**config.mk**
```make
export PLATFORM = sky130hd
export DESIGN_NAME = circle_plotter_flat
export DESIGN_NICKNAME = d
export VERILOG_FILES = /design/src/rtl/circle_plotter_pkg.sv /design/src/rtl/circle_plotter_if.sv /design/src/rtl/circle_octant_gen.sv /design/src/rtl/circle_plotter.sv /design/src/flat_wrapper.sv
export SDC_FILE = /design/constraint.sdc
export NUM_CORES = 1
export LEC_CHECK = 0
export ABC_AREA = 1
export BUFFER_PORTS_ARGS = -buffer_cell sky130_fd_sc_hd__buf_4
export CAP_MARGIN = 20
export CORE_MARGIN = 10
export CORE_UTILIZATION = 48
export CTS_BUF_LIST = sky130_fd_sc_hd__clkbuf_8
export CTS_CLUSTER_DIAMETER = 120
export CTS_CLUSTER_SIZE = 28
export DETAILED_ROUTE_END_ITERATION = 8
export PLACE_DENSITY_LB_ADDON = 0.3
export SETUP_SLACK_MARGIN = 0.02
export SYNTH_ARGS = -nofsm -noshare
export SYNTH_HDL_FRONTEND = slang
export SYNTH_SLANG_ARGS = --single-unit
```
**constraint.sdc**
```tcl
create_clock -name CLOCK_50 -period 3.4 [get_ports CLOCK_50]
set_input_delay 0.17 -clock CLOCK_50 [delete_from_list [all_inputs] [get_ports CLOCK_50]]
set_output_delay 0.17 -clock CLOCK_50 [all_outputs]
set_load 0.05 [all_outputs]
```
**src/rtl/circle_plotter_pkg.sv**
```systemverilog
// circle_plotter_pkg
// Shared definitions for the circle plotter slice.
//   - DEFAULT_SCREEN_W / DEFAULT_SCREEN_H : default visible raster size (160x120)
//   - state_t                             : plotter FSM states
//   - clipCheck()                         : true when a signed pixel lies on screen
package circle_plotter_pkg;

  localparam int DEFAULT_SCREEN_W = 160;
  localparam int DEFAULT_SCREEN_H = 120;

  // The eight octant states are encoded consecutively, so the octant index
  // is simply the state value minus OCT0.
  typedef enum logic [3:0] {
    IDLE   = 4'd0,
    CLEAR  = 4'd1,
    INIT   = 4'd2,
    OCT0   = 4'd3,
    OCT1   = 4'd4,
    OCT2   = 4'd5,
    OCT3   = 4'd6,
    OCT4   = 4'd7,
    OCT5   = 4'd8,
    OCT6   = 4'd9,
    OCT7   = 4'd10,
    UPDATE = 4'd11,
    DONE   = 4'd12
  } state_t;

  function automatic logic clipCheck(input int px, input int py, input int w, input int h);
    return (px >= 0) && (px < w) && (py >= 0) && (py < h);
  endfunction

endpackage

```
**src/rtl/circle_plotter_if.sv**
```systemverilog
// circle_plotter_if
// Request/response and pixel-port bundle between the key/switch decode logic,
// the circle plotter and the VGA adapter.
//   Requests  : start, clear, xc, yc, radius, colour_in
//   Status    : busy, done
//   Pixel port: x, y, colour, plot
// Modports: master drives requests and observes the rest; slave is the plotter.
interface circle_plotter_if #(
  parameter int XW = 8,
  parameter int YW = 7,
  parameter int CW = 3,
  parameter int RW = 7
);

  logic          start;
  logic          clear;
  logic [XW-1:0] xc;
  logic [YW-1:0] yc;
  logic [RW-1:0] radius;
  logic [CW-1:0] colour_in;
  logic          busy;
  logic          done;
  logic [XW-1:0] x;
  logic [YW-1:0] y;
  logic [CW-1:0] colour;
  logic          plot;

  modport master (
    output start, clear, xc, yc, radius, colour_in,
    input  busy, done, x, y, colour, plot
  );

  modport slave (
    input  start, clear, xc, yc, radius, colour_in,
    output busy, done, x, y, colour, plot
  );

endinterface

```
**src/rtl/circle_octant_gen.sv**
```systemverilog
// circle_octant_gen
// Combinational octant mapper: turns the centre and the current midpoint
// offsets (cx, cy) into one of the eight symmetric circle points and flags
// whether it lands on screen.
//   xc_i, yc_i  : circle centre (unsigned)
//   cx_i, cy_i  : midpoint offsets (unsigned)
//   octant_i    : 0..7, selects the symmetric point
//   px_o, py_o  : signed point, two bits wider than the screen coordinates
//   onScreen_o  : point is inside the visible raster
module circle_octant_gen
  import circle_plotter_pkg::*;
#(
  parameter int SCREEN_W = DEFAULT_SCREEN_W,
  parameter int SCREEN_H = DEFAULT_SCREEN_H,
  parameter int XW       = 8,
  parameter int YW       = 7,
  parameter int RW       = 7
) (
  input  logic [XW-1:0]        xc_i,
  input  logic [YW-1:0]        yc_i,
  input  logic [RW-1:0]        cx_i,
  input  logic [RW-1:0]        cy_i,
  input  logic [2:0]           octant_i,
  output logic signed [XW+1:0] px_o,
  output logic signed [YW+1:0] py_o,
  output logic                 onScreen_o
);

  logic [RW-1:0]        aSel;
  logic [RW-1:0]        bSel;
  logic signed [XW+1:0] xcS;
  logic signed [XW+1:0] aS;
  logic signed [YW+1:0] ycS;
  logic signed [YW+1:0] bS;

  // Octants 4..7 swap the roles of cx and cy; bit 0 negates the x offset
  // and bit 1 negates the y offset, which reproduces the fixed emission order.
  always_comb begin
    aSel       = octant_i[2] ? cy_i : cx_i;
    bSel       = octant_i[2] ? cx_i : cy_i;
    xcS        = $signed({2'b00, xc_i});
    ycS        = $signed({2'b00, yc_i});
    aS         = $signed({{(XW+2-RW){1'b0}}, aSel});
    bS         = $signed({{(YW+2-RW){1'b0}}, bSel});
    px_o       = octant_i[0] ? (xcS - aS) : (xcS + aS);
    py_o       = octant_i[1] ? (ycS - bS) : (ycS + bS);
    onScreen_o = clipCheck(int'(px_o), int'(py_o), SCREEN_W, SCREEN_H);
  end

endmodule

```
**src/rtl/circle_plotter.sv**
```systemverilog
// circle_plotter
// Midpoint circle rasteriser with a full-screen clear mode, feeding the VGA
// adapter pixel port at most one pixel per clock. All outputs are registered
// and reflect the current FSM state.
//   CLOCK_50 : system clock, rising edge
//   resetn   : synchronous, active-low reset
//   bus      : slave side of circle_plotter_if (start/clear/centre/radius/colour
//              in, busy/done and x/y/colour/plot out)
module circle_plotter
  import circle_plotter_pkg::*;
#(
  parameter int SCREEN_W     = DEFAULT_SCREEN_W,
  parameter int SCREEN_H     = DEFAULT_SCREEN_H,
  parameter int XW           = 8,
  parameter int YW           = 7,
  parameter int CW           = 3,
  parameter int RW           = 7,
  parameter int CLEAR_COLOUR = 0
) (
  input logic             CLOCK_50,
  input logic             resetn,
  circle_plotter_if.slave bus
);

  localparam int DW = RW + 4;
  localparam logic signed [DW-1:0] D_ONE   = DW'(1);
  localparam logic signed [DW-1:0] D_THREE = DW'(3);
  localparam logic signed [DW-1:0] D_SIX   = DW'(6);
  localparam logic signed [DW-1:0] D_TEN   = DW'(10);
  localparam logic [XW-1:0] X_LAST = XW'(SCREEN_W - 1);
  localparam logic [YW-1:0] Y_LAST = YW'(SCREEN_H - 1);

  state_t               state_q;
  logic [XW-1:0]        xc_q;
  logic [YW-1:0]        yc_q;
  logic [RW-1:0]        radius_q;
  logic [CW-1:0]        colourLatch_q;
  logic [RW-1:0]        cx_q;
  logic [RW-1:0]        cy_q;
  logic signed [DW-1:0] d_q;
  logic [XW-1:0]        x_q;
  logic [YW-1:0]        y_q;
  logic [CW-1:0]        colourOut_q;
  logic                 plot_q;
  logic                 busy_q;
  logic                 done_q;

  logic [RW-1:0]        cxNext_d;
  logic [RW-1:0]        cyNext_d;
  logic signed [DW-1:0] dNext_d;
  logic [2:0]           octNext_d;
  logic                 loopAgain_d;
  logic [3:0]           stateOffset;
  logic signed [DW-1:0] cxS, cyS, rS, cxNextS, cyNextS;
  logic signed [XW+1:0] pxGen;
  logic signed [YW+1:0] pyGen;
  logic                 onScreenGen;

  assign bus.x      = x_q;
  assign bus.y      = y_q;
  assign bus.colour = colourOut_q;
  assign bus.plot   = plot_q;
  assign bus.busy   = busy_q;
  assign bus.done   = done_q;

  assign stateOffset = 4'(state_q) - 4'(OCT0);
  assign cxS         = $signed({{(DW-RW){1'b0}}, cx_q});
  assign cyS         = $signed({{(DW-RW){1'b0}}, cy_q});
  assign rS          = $signed({{(DW-RW){1'b0}}, radius_q});

  // The loop test runs on signed copies so that cy stepping below zero
  // (radius 0) ends the draw instead of wrapping around.
  assign cxNextS     = cxS + D_ONE;
  assign cyNextS     = d_q[DW-1] ? cyS : (cyS - D_ONE);
  assign loopAgain_d = (cyNextS >= cxNextS);

  // Values that cx/cy/d take after this cycle, plus the octant that the next
  // cycle will emit. Pixel outputs are registered, so the octant generator is
  // fed with the upcoming state's operands rather than the current ones.
  always_comb begin
    cxNext_d  = cx_q;
    cyNext_d  = cy_q;
    dNext_d   = d_q;
    octNext_d = 3'(stateOffset + 4'd1);
    case (state_q)
      INIT: begin
        cxNext_d  = '0;
        cyNext_d  = radius_q;
        dNext_d   = D_THREE - (rS <<< 1);
        octNext_d = 3'd0;
      end
      UPDATE: begin
        cxNext_d  = cxNextS[RW-1:0];
        cyNext_d  = cyNextS[RW-1:0];
        dNext_d   = d_q[DW-1] ? (d_q + (cxS <<< 2) + D_SIX)
                              : (d_q + ((cxS - cyS) <<< 2) + D_TEN);
        octNext_d = 3'd0;
      end
      default: ;
    endcase
  end

  circle_octant_gen #(
    .SCREEN_W (SCREEN_W),
    .SCREEN_H (SCREEN_H),
    .XW       (XW),
    .YW       (YW),
    .RW       (RW)
  ) uOctGen (
    .xc_i       (xc_q),
    .yc_i       (yc_q),
    .cx_i       (cxNext_d),
    .cy_i       (cyNext_d),
    .octant_i   (octNext_d),
    .px_o       (pxGen),
    .py_o       (pyGen),
    .onScreen_o (onScreenGen)
  );

  // Plotter FSM with registered outputs. During CLEAR the scan position lives
  // directly in the x/y output registers.
  always_ff @(posedge CLOCK_50) begin
    if (!resetn) begin
      state_q       <= IDLE;
      xc_q          <= '0;
      yc_q          <= '0;
      radius_q      <= '0;
      colourLatch_q <= '0;
      cx_q          <= '0;
      cy_q          <= '0;
      d_q           <= '0;
      x_q           <= '0;
      y_q           <= '0;
      colourOut_q   <= '0;
      plot_q        <= 1'b0;
      busy_q        <= 1'b0;
      done_q        <= 1'b0;
    end else begin
      case (state_q)
        IDLE: begin
          plot_q <= 1'b0;
          done_q <= 1'b0;
          if (bus.start) begin
            busy_q <= 1'b1;
            if (bus.clear) begin
              state_q     <= CLEAR;
              x_q         <= '0;
              y_q         <= '0;
              colourOut_q <= CW'(CLEAR_COLOUR);
              plot_q      <= 1'b1;
            end else begin
              state_q       <= INIT;
              xc_q          <= bus.xc;
              yc_q          <= bus.yc;
              radius_q      <= bus.radius;
              colourLatch_q <= bus.colour_in;
            end
          end
        end
        CLEAR: begin
          if ((x_q == X_LAST) && (y_q == Y_LAST)) begin
            state_q <= DONE;
            plot_q  <= 1'b0;
            busy_q  <= 1'b0;
            done_q  <= 1'b1;
          end else if (x_q == X_LAST) begin
            x_q <= '0;
            y_q <= y_q + 1'b1;
          end else begin
            x_q <= x_q + 1'b1;
          end
        end
        INIT, UPDATE: begin
          cx_q <= cxNext_d;
          cy_q <= cyNext_d;
          d_q  <= dNext_d;
          if ((state_q == INIT) ? (cyNext_d >= cxNext_d) : loopAgain_d) begin
            state_q     <= OCT0;
            x_q         <= pxGen[XW-1:0];
            y_q         <= pyGen[YW-1:0];
            colourOut_q <= colourLatch_q;
            plot_q      <= onScreenGen;
          end else begin
            state_q <= DONE;
            plot_q  <= 1'b0;
            busy_q  <= 1'b0;
            done_q  <= 1'b1;
          end
        end
        OCT0, OCT1, OCT2, OCT3, OCT4, OCT5, OCT6: begin
          state_q     <= state_t'(4'(state_q) + 4'd1);
          x_q         <= pxGen[XW-1:0];
          y_q         <= pyGen[YW-1:0];
          colourOut_q <= colourLatch_q;
          plot_q      <= onScreenGen;
        end
        OCT7: begin
          state_q <= UPDATE;
          plot_q  <= 1'b0;
        end
        DONE: begin
          state_q <= IDLE;
          done_q  <= 1'b0;
        end
        default: begin
          state_q <= IDLE;
          plot_q  <= 1'b0;
          busy_q  <= 1'b0;
          done_q  <= 1'b0;
        end
      endcase
    end
  end

endmodule

```
**src/flat_wrapper.sv**
```systemverilog
// flat-port wrapper written by rule: the top's interface ports become plain ports
module circle_plotter_flat import circle_plotter_pkg::*;
#(
  parameter int SCREEN_W     = DEFAULT_SCREEN_W,
  parameter int SCREEN_H     = DEFAULT_SCREEN_H,
  parameter int XW           = 8,
  parameter int YW           = 7,
  parameter int CW           = 3,
  parameter int RW           = 7,
  parameter int CLEAR_COLOUR = 0
)
  (CLOCK_50, resetn, bus_start, bus_clear, bus_xc, bus_yc, bus_radius, bus_colour_in, bus_busy, bus_done, bus_x, bus_y, bus_colour, bus_plot);
  circle_plotter_if #(.XW(XW), .YW(YW), .CW(CW), .RW(RW)) bus_i ();
  input logic CLOCK_50;
  input logic resetn;
  input wire logic [$bits(bus_i.start)-1:0] bus_start;
  input wire logic [$bits(bus_i.clear)-1:0] bus_clear;
  input wire logic [$bits(bus_i.xc)-1:0] bus_xc;
  input wire logic [$bits(bus_i.yc)-1:0] bus_yc;
  input wire logic [$bits(bus_i.radius)-1:0] bus_radius;
  input wire logic [$bits(bus_i.colour_in)-1:0] bus_colour_in;
  output wire logic [$bits(bus_i.busy)-1:0] bus_busy;
  output wire logic [$bits(bus_i.done)-1:0] bus_done;
  output wire logic [$bits(bus_i.x)-1:0] bus_x;
  output wire logic [$bits(bus_i.y)-1:0] bus_y;
  output wire logic [$bits(bus_i.colour)-1:0] bus_colour;
  output wire logic [$bits(bus_i.plot)-1:0] bus_plot;
  assign bus_i.start = bus_start;
  assign bus_i.clear = bus_clear;
  assign bus_i.xc = bus_xc;
  assign bus_i.yc = bus_yc;
  assign bus_i.radius = bus_radius;
  assign bus_i.colour_in = bus_colour_in;
  assign bus_busy = bus_i.busy;
  assign bus_done = bus_i.done;
  assign bus_x = bus_i.x;
  assign bus_y = bus_i.y;
  assign bus_colour = bus_i.colour;
  assign bus_plot = bus_i.plot;
  circle_plotter #(.SCREEN_W(SCREEN_W), .SCREEN_H(SCREEN_H), .XW(XW), .YW(YW), .CW(CW), .RW(RW), .CLEAR_COLOUR(CLEAR_COLOUR)) u_core (.CLOCK_50(CLOCK_50), .resetn(resetn), .bus(bus_i));
endmodule
```
==> reports/summary.txt, run 1 <==
global-route wire length before repair: 33.9 mm
Initial Utilization: 48.8%
die height: 142 µm
Clock transition at path regs: 0.09 ns
mapped cell area: 0.00710 mm²
Seq cells post-synth: 74
routability cong.: 0.958
largest net degree at the start of global routing: 49
arrival time at the worst endpoint: 3.60 ns
Final Critical Period: 3.29 ns
# IOs: 50
Async SR Flop Fraction: 0%
Post-Route WL: 21.2 mm
Syn. warnings: 0
drt drc: 0
ys flop type: dfxtp_1
r2r endpoint: u_core.bus.plot$_SDFFE_PN0P_
Worst Path Max Fanout: 5
hold_buf cts: 0
Leak Pwr: 4.29 nW
final hold vios: 0
worst relative slew slack: 51.1%
PD cells: 710 mW/mm²
CTS Buf Count: 9
# diodes: 0
sequential area share after synthesis: 20.9%
crit path launch: u_core.cy_q[0]$_SDFFE_PN0N_
CTS root buffer: clkbuf_8
most common cell after layout, fill and taps aside: nand2_1
max_cap viols: 0
worst hold endpoint: u_core.yc_q[6]$_SDFFE_PN0P_
GRT Residual Overflow: 0
status: complete, no violations
top cell type's share of synthesized area: 20.9%
number of flops mapped to enable cells by yosys: 0
Worst EP required: 3.71 ns
hold_sp: bus_yc[6]
Clock Sinks: 74
R2R Setup Slk: 0.11 ns
PortBufs: 49
Crit path max-delay family: simple AND/OR/NAND/NOR gates
crit share post-route: 96.8%
number of fill cells: 1,403
Synth area leader: dfxtp_1
Cell Rows: 44
Net count, final: 1,352
Max clock buf depth: 2
RR Startpoint: u_core.cy_q[0]$_SDFFE_PN0N_
TritonRoute pass-1 iters: 6
CP endpoint kind: flop
synth top area cells: dfxtp_1 21%, ha_1 17%, nand2_1 13%
cell repeated most along the worst path: nand2_1
post-DP HPWL: 16.7 mm
wire length per cell: 15.0 µm
unrepaired setup endpoints after global routing: yes
Synth Instances: 1,094
Syn Nets: 1,224
Worst setup SP type: flop
Slew @ Worst Pin: 0.727 ns
Layout Cells excl Fill: 1,411
Hold WC Path Type: input pin to flop
Critical Path Max Stage Delay: 0.33 ns
final setup fails: 0
initial antenna violation count: 0
ANT nets after route: 0
WHS: 0.0398 ns
layout cells sized above 1: 22.1%
number of global-route vias before repair: 7,029
via/cell ratio: 5.34
Buf/Inv on CP: 6
post-synthesis cell type count: 56
Worst path slowest cell: dfxtp_2
Starting DRT DRC Count: 458
Placed Instances: 1,391
WHS Path Cells: 3
via count: 7,533
Synth Area per Inst: 6.49 µm²
Clock H-tree levels: 3
R2R cell count: 28
most frequent cells in the layout: 241 x nand2_1, 152 x inv_1, 141 x buf_4
Die Footprint: 0.0200 mm²
fmax: 304 MHz
Worst VDD drop: 0.557 mV
TritonCTS clock tree: done
Chip Width: 142 µm
Clock Latency Late Sink: 0.38 ns
Pins Over Slew Limit: 0
core box area: 0.0145 mm²
area grow syn2layout: 24.0%
GRT Util Overall: 20.5%
clk_skew: 0.0164 ns
Setup Crit Path Kind: flop to flop
## worst max path at each step
stage               depth (start not counted)                      endpoint  slack [ns]
finish                                     28  u_core.bus.plot$_SDFFE_PN0P_        0.11
global route                               28  u_core.bus.plot$_SDFFE_PN0P_       -0.15
CTS                                        24  u_core.bus.plot$_SDFFE_PN0P_      -0.007
detailed placement                         21  u_core.bus.plot$_SDFFE_PN0P_       -0.17
global placement                           21  u_core.bus.plot$_SDFFE_PN0P_       -0.17
floorplan                                  27  u_core.bus.plot$_SDFFE_PN0P_        0.14
## worst min-delay path: stages
cell	delay [ns]
buf_4	0.07
o21ai_0	0.07
nor2_1	0.08
## power by group
part | internal (W) | switching, W | leakage, nW | total [W]
Sequential | 0.00107 | 0.000226 | 0.606 | 0.00130
Combinational | 0.00169 | 0.00261 | 3.59 | 0.00430
Clock | 0.000263 | 0.000384 | 0.0904 | 0.000647
Total | 0.00303 | 0.00322 | 4.29 | 0.00625
## area by class of cell
class / count / area [µm²] / area share (%)
clock buffer: 9 / 124 / 1.41
clock inverter: 7 / 47.5 / 0.540
inverter: 175 / 673 / 7.65
multi-input combinational: 820 / 5170 / 58.7
sequential: 74 / 1490 / 16.9
tap: 184 / 230 / 2.62
timing repair buffer: 142 / 1070 / 12.2
## metal layers
metal	global-route usage [%]	part of all wire [%]	vias to the layer above
li1	-	-	3835
met1	25.8	45	3466
met2	34.3	48	192
met4	6.56	2.5	0
met5	0	0	-
met3	3.94	4.3	40
## through the flow
| stage | utilization, % | TNS [ns] | total power [W] | setup WS [ns] | instance area [µm²] |
|---|---|---|---|---|---|
| 2_1_floorplan | - | 0 | 0.00401 | 0.142 | 7100 |
| 3_3_place_gp | 56.6 | -0.169 | 0.00523 | -0.169 | 8230 |
| 3_5_place_dp | 56.6 | -0.194 | 0.00527 | -0.172 | 8230 |
| 4_1_cts | 57.9 | -0.00668 | 0.00594 | -0.00668 | 8410 |
| 5_1_grt | 60.5 | -0.244 | 0.00680 | -0.152 | 8800 |
| 6_report | 60.5 | 0 | 0.00625 | 0.109 | 8800 |
## timing repair
item / in CTS / in global routing
setup endpoints to repair: 4 / 24
hold endpoints to repair: 0 / 0
pin swaps: 1 / 23
buffers inserted: 0 / 4
gates resized for setup: 11 / 107
## Yosys cell counts, types with 2 or more instances
master,n
inv_2,5
dfxtp_1,74
ha_1,94
o21ai_2,2
buf_4,2
o21ai_1,5
o21bai_1,2
nand3_1,62
clkinv_1,3
xnor2_1,6
nor2_4,2
nand2_1,248
inv_1,162
fa_1,7
clkbuf_1,12
o21a_1,3
nand4_1,21
nor2_8,2
inv_4,5
nand3b_1,3
or2_2,2
a21oi_2,2
nand3_4,2
o22ai_1,7
buf_1,2
buf_2,6
a31oi_1,4
nor2_2,2
nor4_1,2
xor2_1,14
a21oi_1,84
o2111ai_1,2
nand2_2,5
nor3_1,9
nor2_1,112
nand2_4,2
o21ai_0,88
o211ai_1,6
buf_6,3
nand3_2,4
## cells by family after synthesis
group / Yosys count / synth area share (%)
XOR/XNOR: 20 / 2.47
buffers and inverters: 200 / 11.3
AND/OR/NAND/NOR: 481 / 29.7
adder cells (fa/ha/maj): 101 / 18.5
flip-flops: 74 / 20.9
AO/OA/AOI/OAI: 218 / 17.1
## state kept, by name, summed over array words and instances, names as in the netlist
name                  count
u_core.bus.plot           1
u_core.bus.busy           1
u_core.bus.done           1
u_core.bus.colour         3
u_core.bus.y              7
u_core.state_q            4
u_core.bus.x              8
u_core.radius_q           7
u_core.xc_q               8
u_core.cx_q               7
u_core.cy_q               7
u_core.colourLatch_q      3
u_core.yc_q               7
u_core.d_q               10
Note: power is estimated with default switching activity, not from simulation.
==> run 2: changes to the inputs <==
Settings changed: PLACE_DENSITY_LB_ADDON 0.3 to 0.1.
==> reports/summary.txt, run 2 (synthesis results as in run 1) <==
Max clock buf depth: 2 (unchanged)
GRT Residual Overflow: 0 (unchanged)
drt drc: 0 (unchanged)
max reg flops: 10 (unchanged)
Slew @ Worst Pin: 0.605 ns (was 0.727 ns)
Clock H-tree levels: 3 (unchanged)
layout cells sized above 1: 24.8% (was 22.1%)
Worst VDD drop: 0.414 mV (was 0.557 mV)
Worst EP required: 3.72 ns (was 3.71 ns)
Starting DRT DRC Count: 504 (was 458)
via/cell ratio: 5.25 (was 5.34)
PD cells: 714 mW/mm² (was 710 mW/mm²)
Total Neg Setup Slack: 0 ns (unchanged)
post-DP HPWL: 16.9 mm (was 16.7 mm)
global-route wire length before repair: 33.9 mm (about the same)
TritonCTS clock tree: done (unchanged)
Clock Sinks: 74 (unchanged)
final setup fails: 0 (unchanged)
# diodes: 0 (unchanged)
ANT nets after route: 0 (unchanged)
unrepaired setup endpoints after global routing: yes (unchanged)
wire length per cell: 15.0 µm (about the same)
Clock transition at path regs: 0.10 ns (was 0.09 ns)
Net count, final: 1,377 (was 1,352)
PortBufs: 49 (unchanged)
core box area: 0.0145 mm² (unchanged)
Placement Cell Area: 0.00840 mm² (was 0.00823 mm²)
Final Critical Period: 3.24 ns (was 3.29 ns)
number of global-route vias before repair: 6,889 (was 7,029)
final hold vios: 0 (unchanged)
Worst setup SP type: flop (unchanged)
largest reg by FF count: u_core.d_q (unchanged)
# IOs: 50 (unchanged)
GRT Util Overall: 20.7% (was 20.5%)
TritonRoute pass-1 iters: 5 (was 6)
status: complete, no violations (unchanged)
fmax: 309 MHz (was 304 MHz)
Die Footprint: 0.0200 mm² (unchanged)
CTS root buffer: clkbuf_8 (unchanged)
hold_buf cts: 0 (unchanged)
DR WL met2: 10.3 mm (was 10.2 mm)
Cell Rows: 44 (unchanged)
Pins Over Slew Limit: 0 (unchanged)
Initial Utilization: 48.8% (unchanged)
CP endpoint kind: flop (unchanged)
Leak Pwr: 4.43 nW (was 4.29 nW)
Clock Latency Late Sink: 0.39 ns (was 0.38 ns)
routability cong.: 0.940 (was 0.958)
CTS Buf Count: 9 (unchanged)
Setup Crit Path Kind: flop to flop (unchanged)
max_cap viols: 0 (unchanged)
die height: 142 µm (unchanged)
largest net degree at the start of global routing: 49 (unchanged)
clk_skew: 0.0145 ns (was 0.0164 ns)
highest metal used: met4 (unchanged)
Worst Path Max Fanout: 4 (was 5)
arrival time at the worst endpoint: 3.55 ns (was 3.60 ns)
Post-Route WL: 21.5 mm (was 21.2 mm)
area grow syn2layout: 28.6% (was 24.0%)
Metal-1 WL: 9.70 mm (was 9.54 mm)
crit share post-route: 95.2% (was 96.8%)
WL met3: 1.03 mm (was 912 µm)
initial antenna violation count: 0 (unchanged)
worst relative slew slack: 59.3% (was 51.1%)
Chip Width: 142 µm (unchanged)
Hold WC Path Type: input pin to flop (unchanged)
most frequent cells in the layout: 237 x nand2_1, 156 x buf_4, 152 x inv_1 (was 241 x nand2_1, 152 x inv_1, 141 x buf_4)
most common cell after layout, fill and taps aside: nand2_1 (unchanged)
via count: 7,544 (was 7,533)
Final Instance Area: 0.00913 mm² (was 0.00880 mm²)
## run 2: routing by layer
| metal | global-route usage [%] | up-vias |
|---|---|---|
| met5 | 0 | - |
| met4 | 6.56 | 0 |
| met3 | 3.74 | 34 |
| met2 | 34.4 | 182 |
| met1 | 26.4 | 3441 |
| li1 | - | 3887 |
## run 2: metrics by stage
step / utilization [%] / hold slack (ns) / power (W) / std cells / setup slack (ns)
floorplan: - / 0.337 / 0.00401 / 1094 / 0.142
global placement: 57.8 / 0.421 / 0.00534 / 1412 / -0.154
detailed placement: 57.8 / 0.426 / 0.00537 / 1412 / -0.106
CTS: 59.3 / 0.0165 / 0.00614 / 1428 / 0.00948
global route: 62.8 / 0.0438 / 0.00708 / 1436 / -0.0923
finish: 62.8 / 0.0241 / 0.00651 / 1436 / 0.164
## run 2: cell type report
cell class	instances	area (µm²)
Clock buffer	9	124
Fill cell	1385	5410
Inverter	175	678
Multi-Input combinational cell	820	5220
Tap cell	184	230
Sequential cell	74	1500
Clock inverter	7	76.3
Timing Repair Buffer	167	1310
## run 2: power breakdown
part	total (W)	internal (W)	leakage, nW	switching, W
registers	0.00130	0.00108	0.608	0.000228
clock network	0.000742	0.000344	0.0962	0.000398
logic	0.00447	0.00181	3.73	0.00265
## run 2: timing repair
item,in CTS,in global routing
pin swaps,1,38
setup endpoints to repair,4,21
setup buffers,0,8
resized for setup,12,128
## run 2: final timing paths
kind / start / end / cells after the start / slack, ns
setup / recovery: u_core.cy_q[1]$_SDFFE_PN0N_ / u_core.bus.plot$_SDFFE_PN0P_ / 26 / 0.16
hold / removal: bus_colour_in[0] / u_core.colourLatch_q[0]$_SDFFE_PN0P_ / 3 / 0.02
setup reg to reg: u_core.cy_q[1]$_SDFFE_PN0N_ / u_core.bus.plot$_SDFFE_PN0P_ / 26 / 0.16
hold reg to reg: u_core.colourLatch_q[1]$_SDFFE_PN0P_ / u_core.bus.colour[1]$_SDFFE_PN0P_ / 2 / 0.47
## run 2: critical path: stages, from the launching register on
cell	delay [ns]
dfxtp_2	0.34
inv_2	0.08
ha_4	0.13
nand4_1	0.18
nor3_2	0.25
xor2_1	0.19
nand2_1	0.07
o21ai_1	0.09
inv_1	0.07
nand2_2	0.09
buf_6	0.10
nand2_2	0.04
o21ai_2	0.08
buf_6	0.16
ha_4	0.21
inv_4	0.07
nand2_1	0.05
o21a_1	0.16
nand3_1	0.08
nand2_2	0.08
nor2_2	0.10
nand2_1	0.08
nor2_2	0.15
nand2_1	0.06
nand2_1	0.05
nand2_1	0.06
a21oi_2	0.12
==> run 3: changes to the inputs <==
Settings changed: RECOVER_POWER set to 50.
==> reports/summary.txt, run 3 (synthesis results as in run 1) <==
die height: 142 µm (unchanged)
final setup fails: 0 (unchanged)
WHS: 0.0243 ns (was 0.0241 ns)
Clock transition at path regs: 0.10 ns (about the same)
CTS Buf Count: 9 (unchanged)
Worst EP required: 3.72 ns (about the same)
Net count, final: 1,377 (unchanged)
area grow syn2layout: 27.5% (was 28.6%)
Switching Fraction: 50.7% (was 50.4%)
Comb pwr share: 68.4% (was 68.6%)
via count: 7,538 (was 7,544)
final hold vios: 0 (unchanged)
TritonRoute pass-1 iters: 6 (was 5)
global-route wire length before repair: 33.9 mm (unchanged)
Leak Pwr: 4.35 nW (was 4.43 nW)
drt drc: 0 (unchanged)
total internal power: 0.00319 W (was 0.00323 W)
post-layout util: 62.3% (was 62.8%)
max_cap viols: 0 (unchanged)
Pins Over Slew Limit: 0 (unchanged)
Initial Utilization: 48.8% (unchanged)
unrepaired setup endpoints after global routing: yes (unchanged)
Clock Sinks: 74 (unchanged)
CP endpoint kind: flop (unchanged)
Starting DRT DRC Count: 540 (was 504)
ANT nets after route: 0 (unchanged)
Final Critical Period: 3.25 ns (was 3.24 ns)
fmax: 308 MHz (was 309 MHz)
crit share post-route: 95.5% (was 95.2%)
share of power burned in registers: 20.1% (was 20.0%)
clk_skew: 0.0142 ns (was 0.0145 ns)
number of global-route vias before repair: 6,889 (unchanged)
routability cong.: 0.940 (unchanged)
largest reg by FF count: u_core.d_q (unchanged)
Setup Crit Path Kind: flop to flop (unchanged)
GRT Residual Overflow: 0 (unchanged)
via/cell ratio: 5.25 (about the same)
Slew @ Worst Pin: 0.616 ns (was 0.605 ns)
Worst VDD drop: 0.402 mV (was 0.414 mV)
layout cells sized above 1: 23.2% (was 24.8%)
PortBufs: 49 (unchanged)
initial antenna violation count: 0 (unchanged)
Post-Route WL: 21.5 mm (about the same)
status: complete, no violations (unchanged)
# IOs: 50 (unchanged)
Worst Path Max Fanout: 4 (unchanged)
CTS root buffer: clkbuf_8 (unchanged)
post-DP HPWL: 16.9 mm (unchanged)
GRT Util Overall: 20.7% (unchanged)
max reg flops: 10 (unchanged)
NetSw: 0.00328 W (about the same)
core box area: 0.0145 mm² (unchanged)
Worst setup SP type: flop (unchanged)
Max clock buf depth: 2 (unchanged)
largest net degree at the start of global routing: 49 (unchanged)
Clock H-tree levels: 3 (unchanged)
TritonCTS clock tree: done (unchanged)
wire length per cell: 15.0 µm (about the same)
Cell Rows: 44 (unchanged)
number of fill cells: 1,397 (was 1,385)
Chip Width: 142 µm (unchanged)
Hold WC Path Type: input pin to flop (unchanged)
# diodes: 0 (unchanged)
Die Footprint: 0.0200 mm² (unchanged)
most common cell after layout, fill and taps aside: nand2_1 (unchanged)
Clock Latency Late Sink: 0.39 ns (about the same)
clock power share: 11.5% (was 11.4%)
power consumption: 0.00646 W (was 0.00651 W)
worst relative slew slack: 58.6% (was 59.3%)
most frequent cells in the layout: 237 x nand2_1, 152 x inv_1, 135 x buf_4 (was 237 x nand2_1, 156 x buf_4, 152 x inv_1)
arrival time at the worst endpoint: 3.57 ns (was 3.55 ns)
PD cells: 714 mW/mm² (about the same)
run 3: cell count changes in the layout (fill, tap and decap cells not counted):
cell	delta
buf_4	-21
clkbuf_1	+21
run 3: what timing repair did:
item                                   in CTS  in global routing
hold buffers                                0                  0
pin swaps                                   1                 38
endpoints found under the hold margin       0                  0
setup endpoints to repair                   4                 21
setup buffers                               0                  8
cloned                                      0                  0
gates resized for setup                    12                128
run 3: per-stage QoR:
stage                     cells  TNS (ns)  worst slack [ns]  instance area (µm²)
after global routing       1436   -0.0923           -0.0923                 9050
after global placement     1412    -0.165            -0.154                 8400
after detailed placement   1412    -0.106            -0.106                 8400
after CTS                  1428         0           0.00948                 8620
after floorplan            1094         0             0.142                 7100
final                      1436         0             0.152                 9050
run 3: power by group through the flow:
stage          clock (W)  sequential, W  combinational, W
2_1_floorplan          0        0.00145           0.00256
3_3_place_gp           0        0.00130           0.00405
3_5_place_dp           0        0.00130           0.00407
4_1_cts         0.000756        0.00128           0.00411
5_1_grt         0.000793        0.00134           0.00490
6_report        0.000741        0.00130           0.00442
run 3: metal layers:
layer,track usage (%),routed length [µm],up-vias
met2,34.4,10300,190
met4,6.56,442,0
li1,-,-,3889
met1,26.4,9780,3430
met5,0,0,-
met3,3.74,948,29
run 3: final cells by class:
type | instances | area (µm²) | share of cell area, %
multi-input cells | 820 | 5220 | 57.6
clock buffers | 9 | 124 | 1.37
well taps | 184 | 230 | 2.54
flip-flops and latches | 74 | 1500 | 16.5
clock inverters | 7 | 76.3 | 0.844
inverters | 175 | 678 | 7.50
repair buffers | 167 | 1230 | 13.6
run 3: critical path, stage by stage, from the launching register on:
cell	delay (ns)
dfxtp_2	0.34
inv_2	0.08
ha_4	0.13
nand4_1	0.18
nor3_2	0.25
xor2_1	0.19
nand2_1	0.07
o21ai_1	0.10
inv_1	0.07
nand2_2	0.09
buf_6	0.10
nand2_2	0.04
o21ai_2	0.08
buf_6	0.16
ha_4	0.21
inv_4	0.07
nand2_1	0.05
o21a_1	0.16
nand3_1	0.08
nand2_2	0.08
nor2_2	0.10
nand2_1	0.08
nor2_2	0.15
nand2_1	0.07
nand2_1	0.05
nand2_1	0.06
a21oi_2	0.12
run 3: path summary, 6_finish.rpt:
kind | cells past startpoint | endpoint | slack [ns] | from
setup / recovery | 26 | u_core.bus.plot$_SDFFE_PN0P_ | 0.15 | u_core.cy_q[1]$_SDFFE_PN0N_
hold / removal | 3 | u_core.colourLatch_q[0]$_SDFFE_PN0P_ | 0.02 | bus_colour_in[0]
setup reg to reg | 26 | u_core.bus.plot$_SDFFE_PN0P_ | 0.15 | u_core.cy_q[1]$_SDFFE_PN0N_
hold reg to reg | 2 | u_core.bus.colour[1]$_SDFFE_PN0P_ | 0.47 | u_core.colourLatch_q[1]$_SDFFE_PN0P_
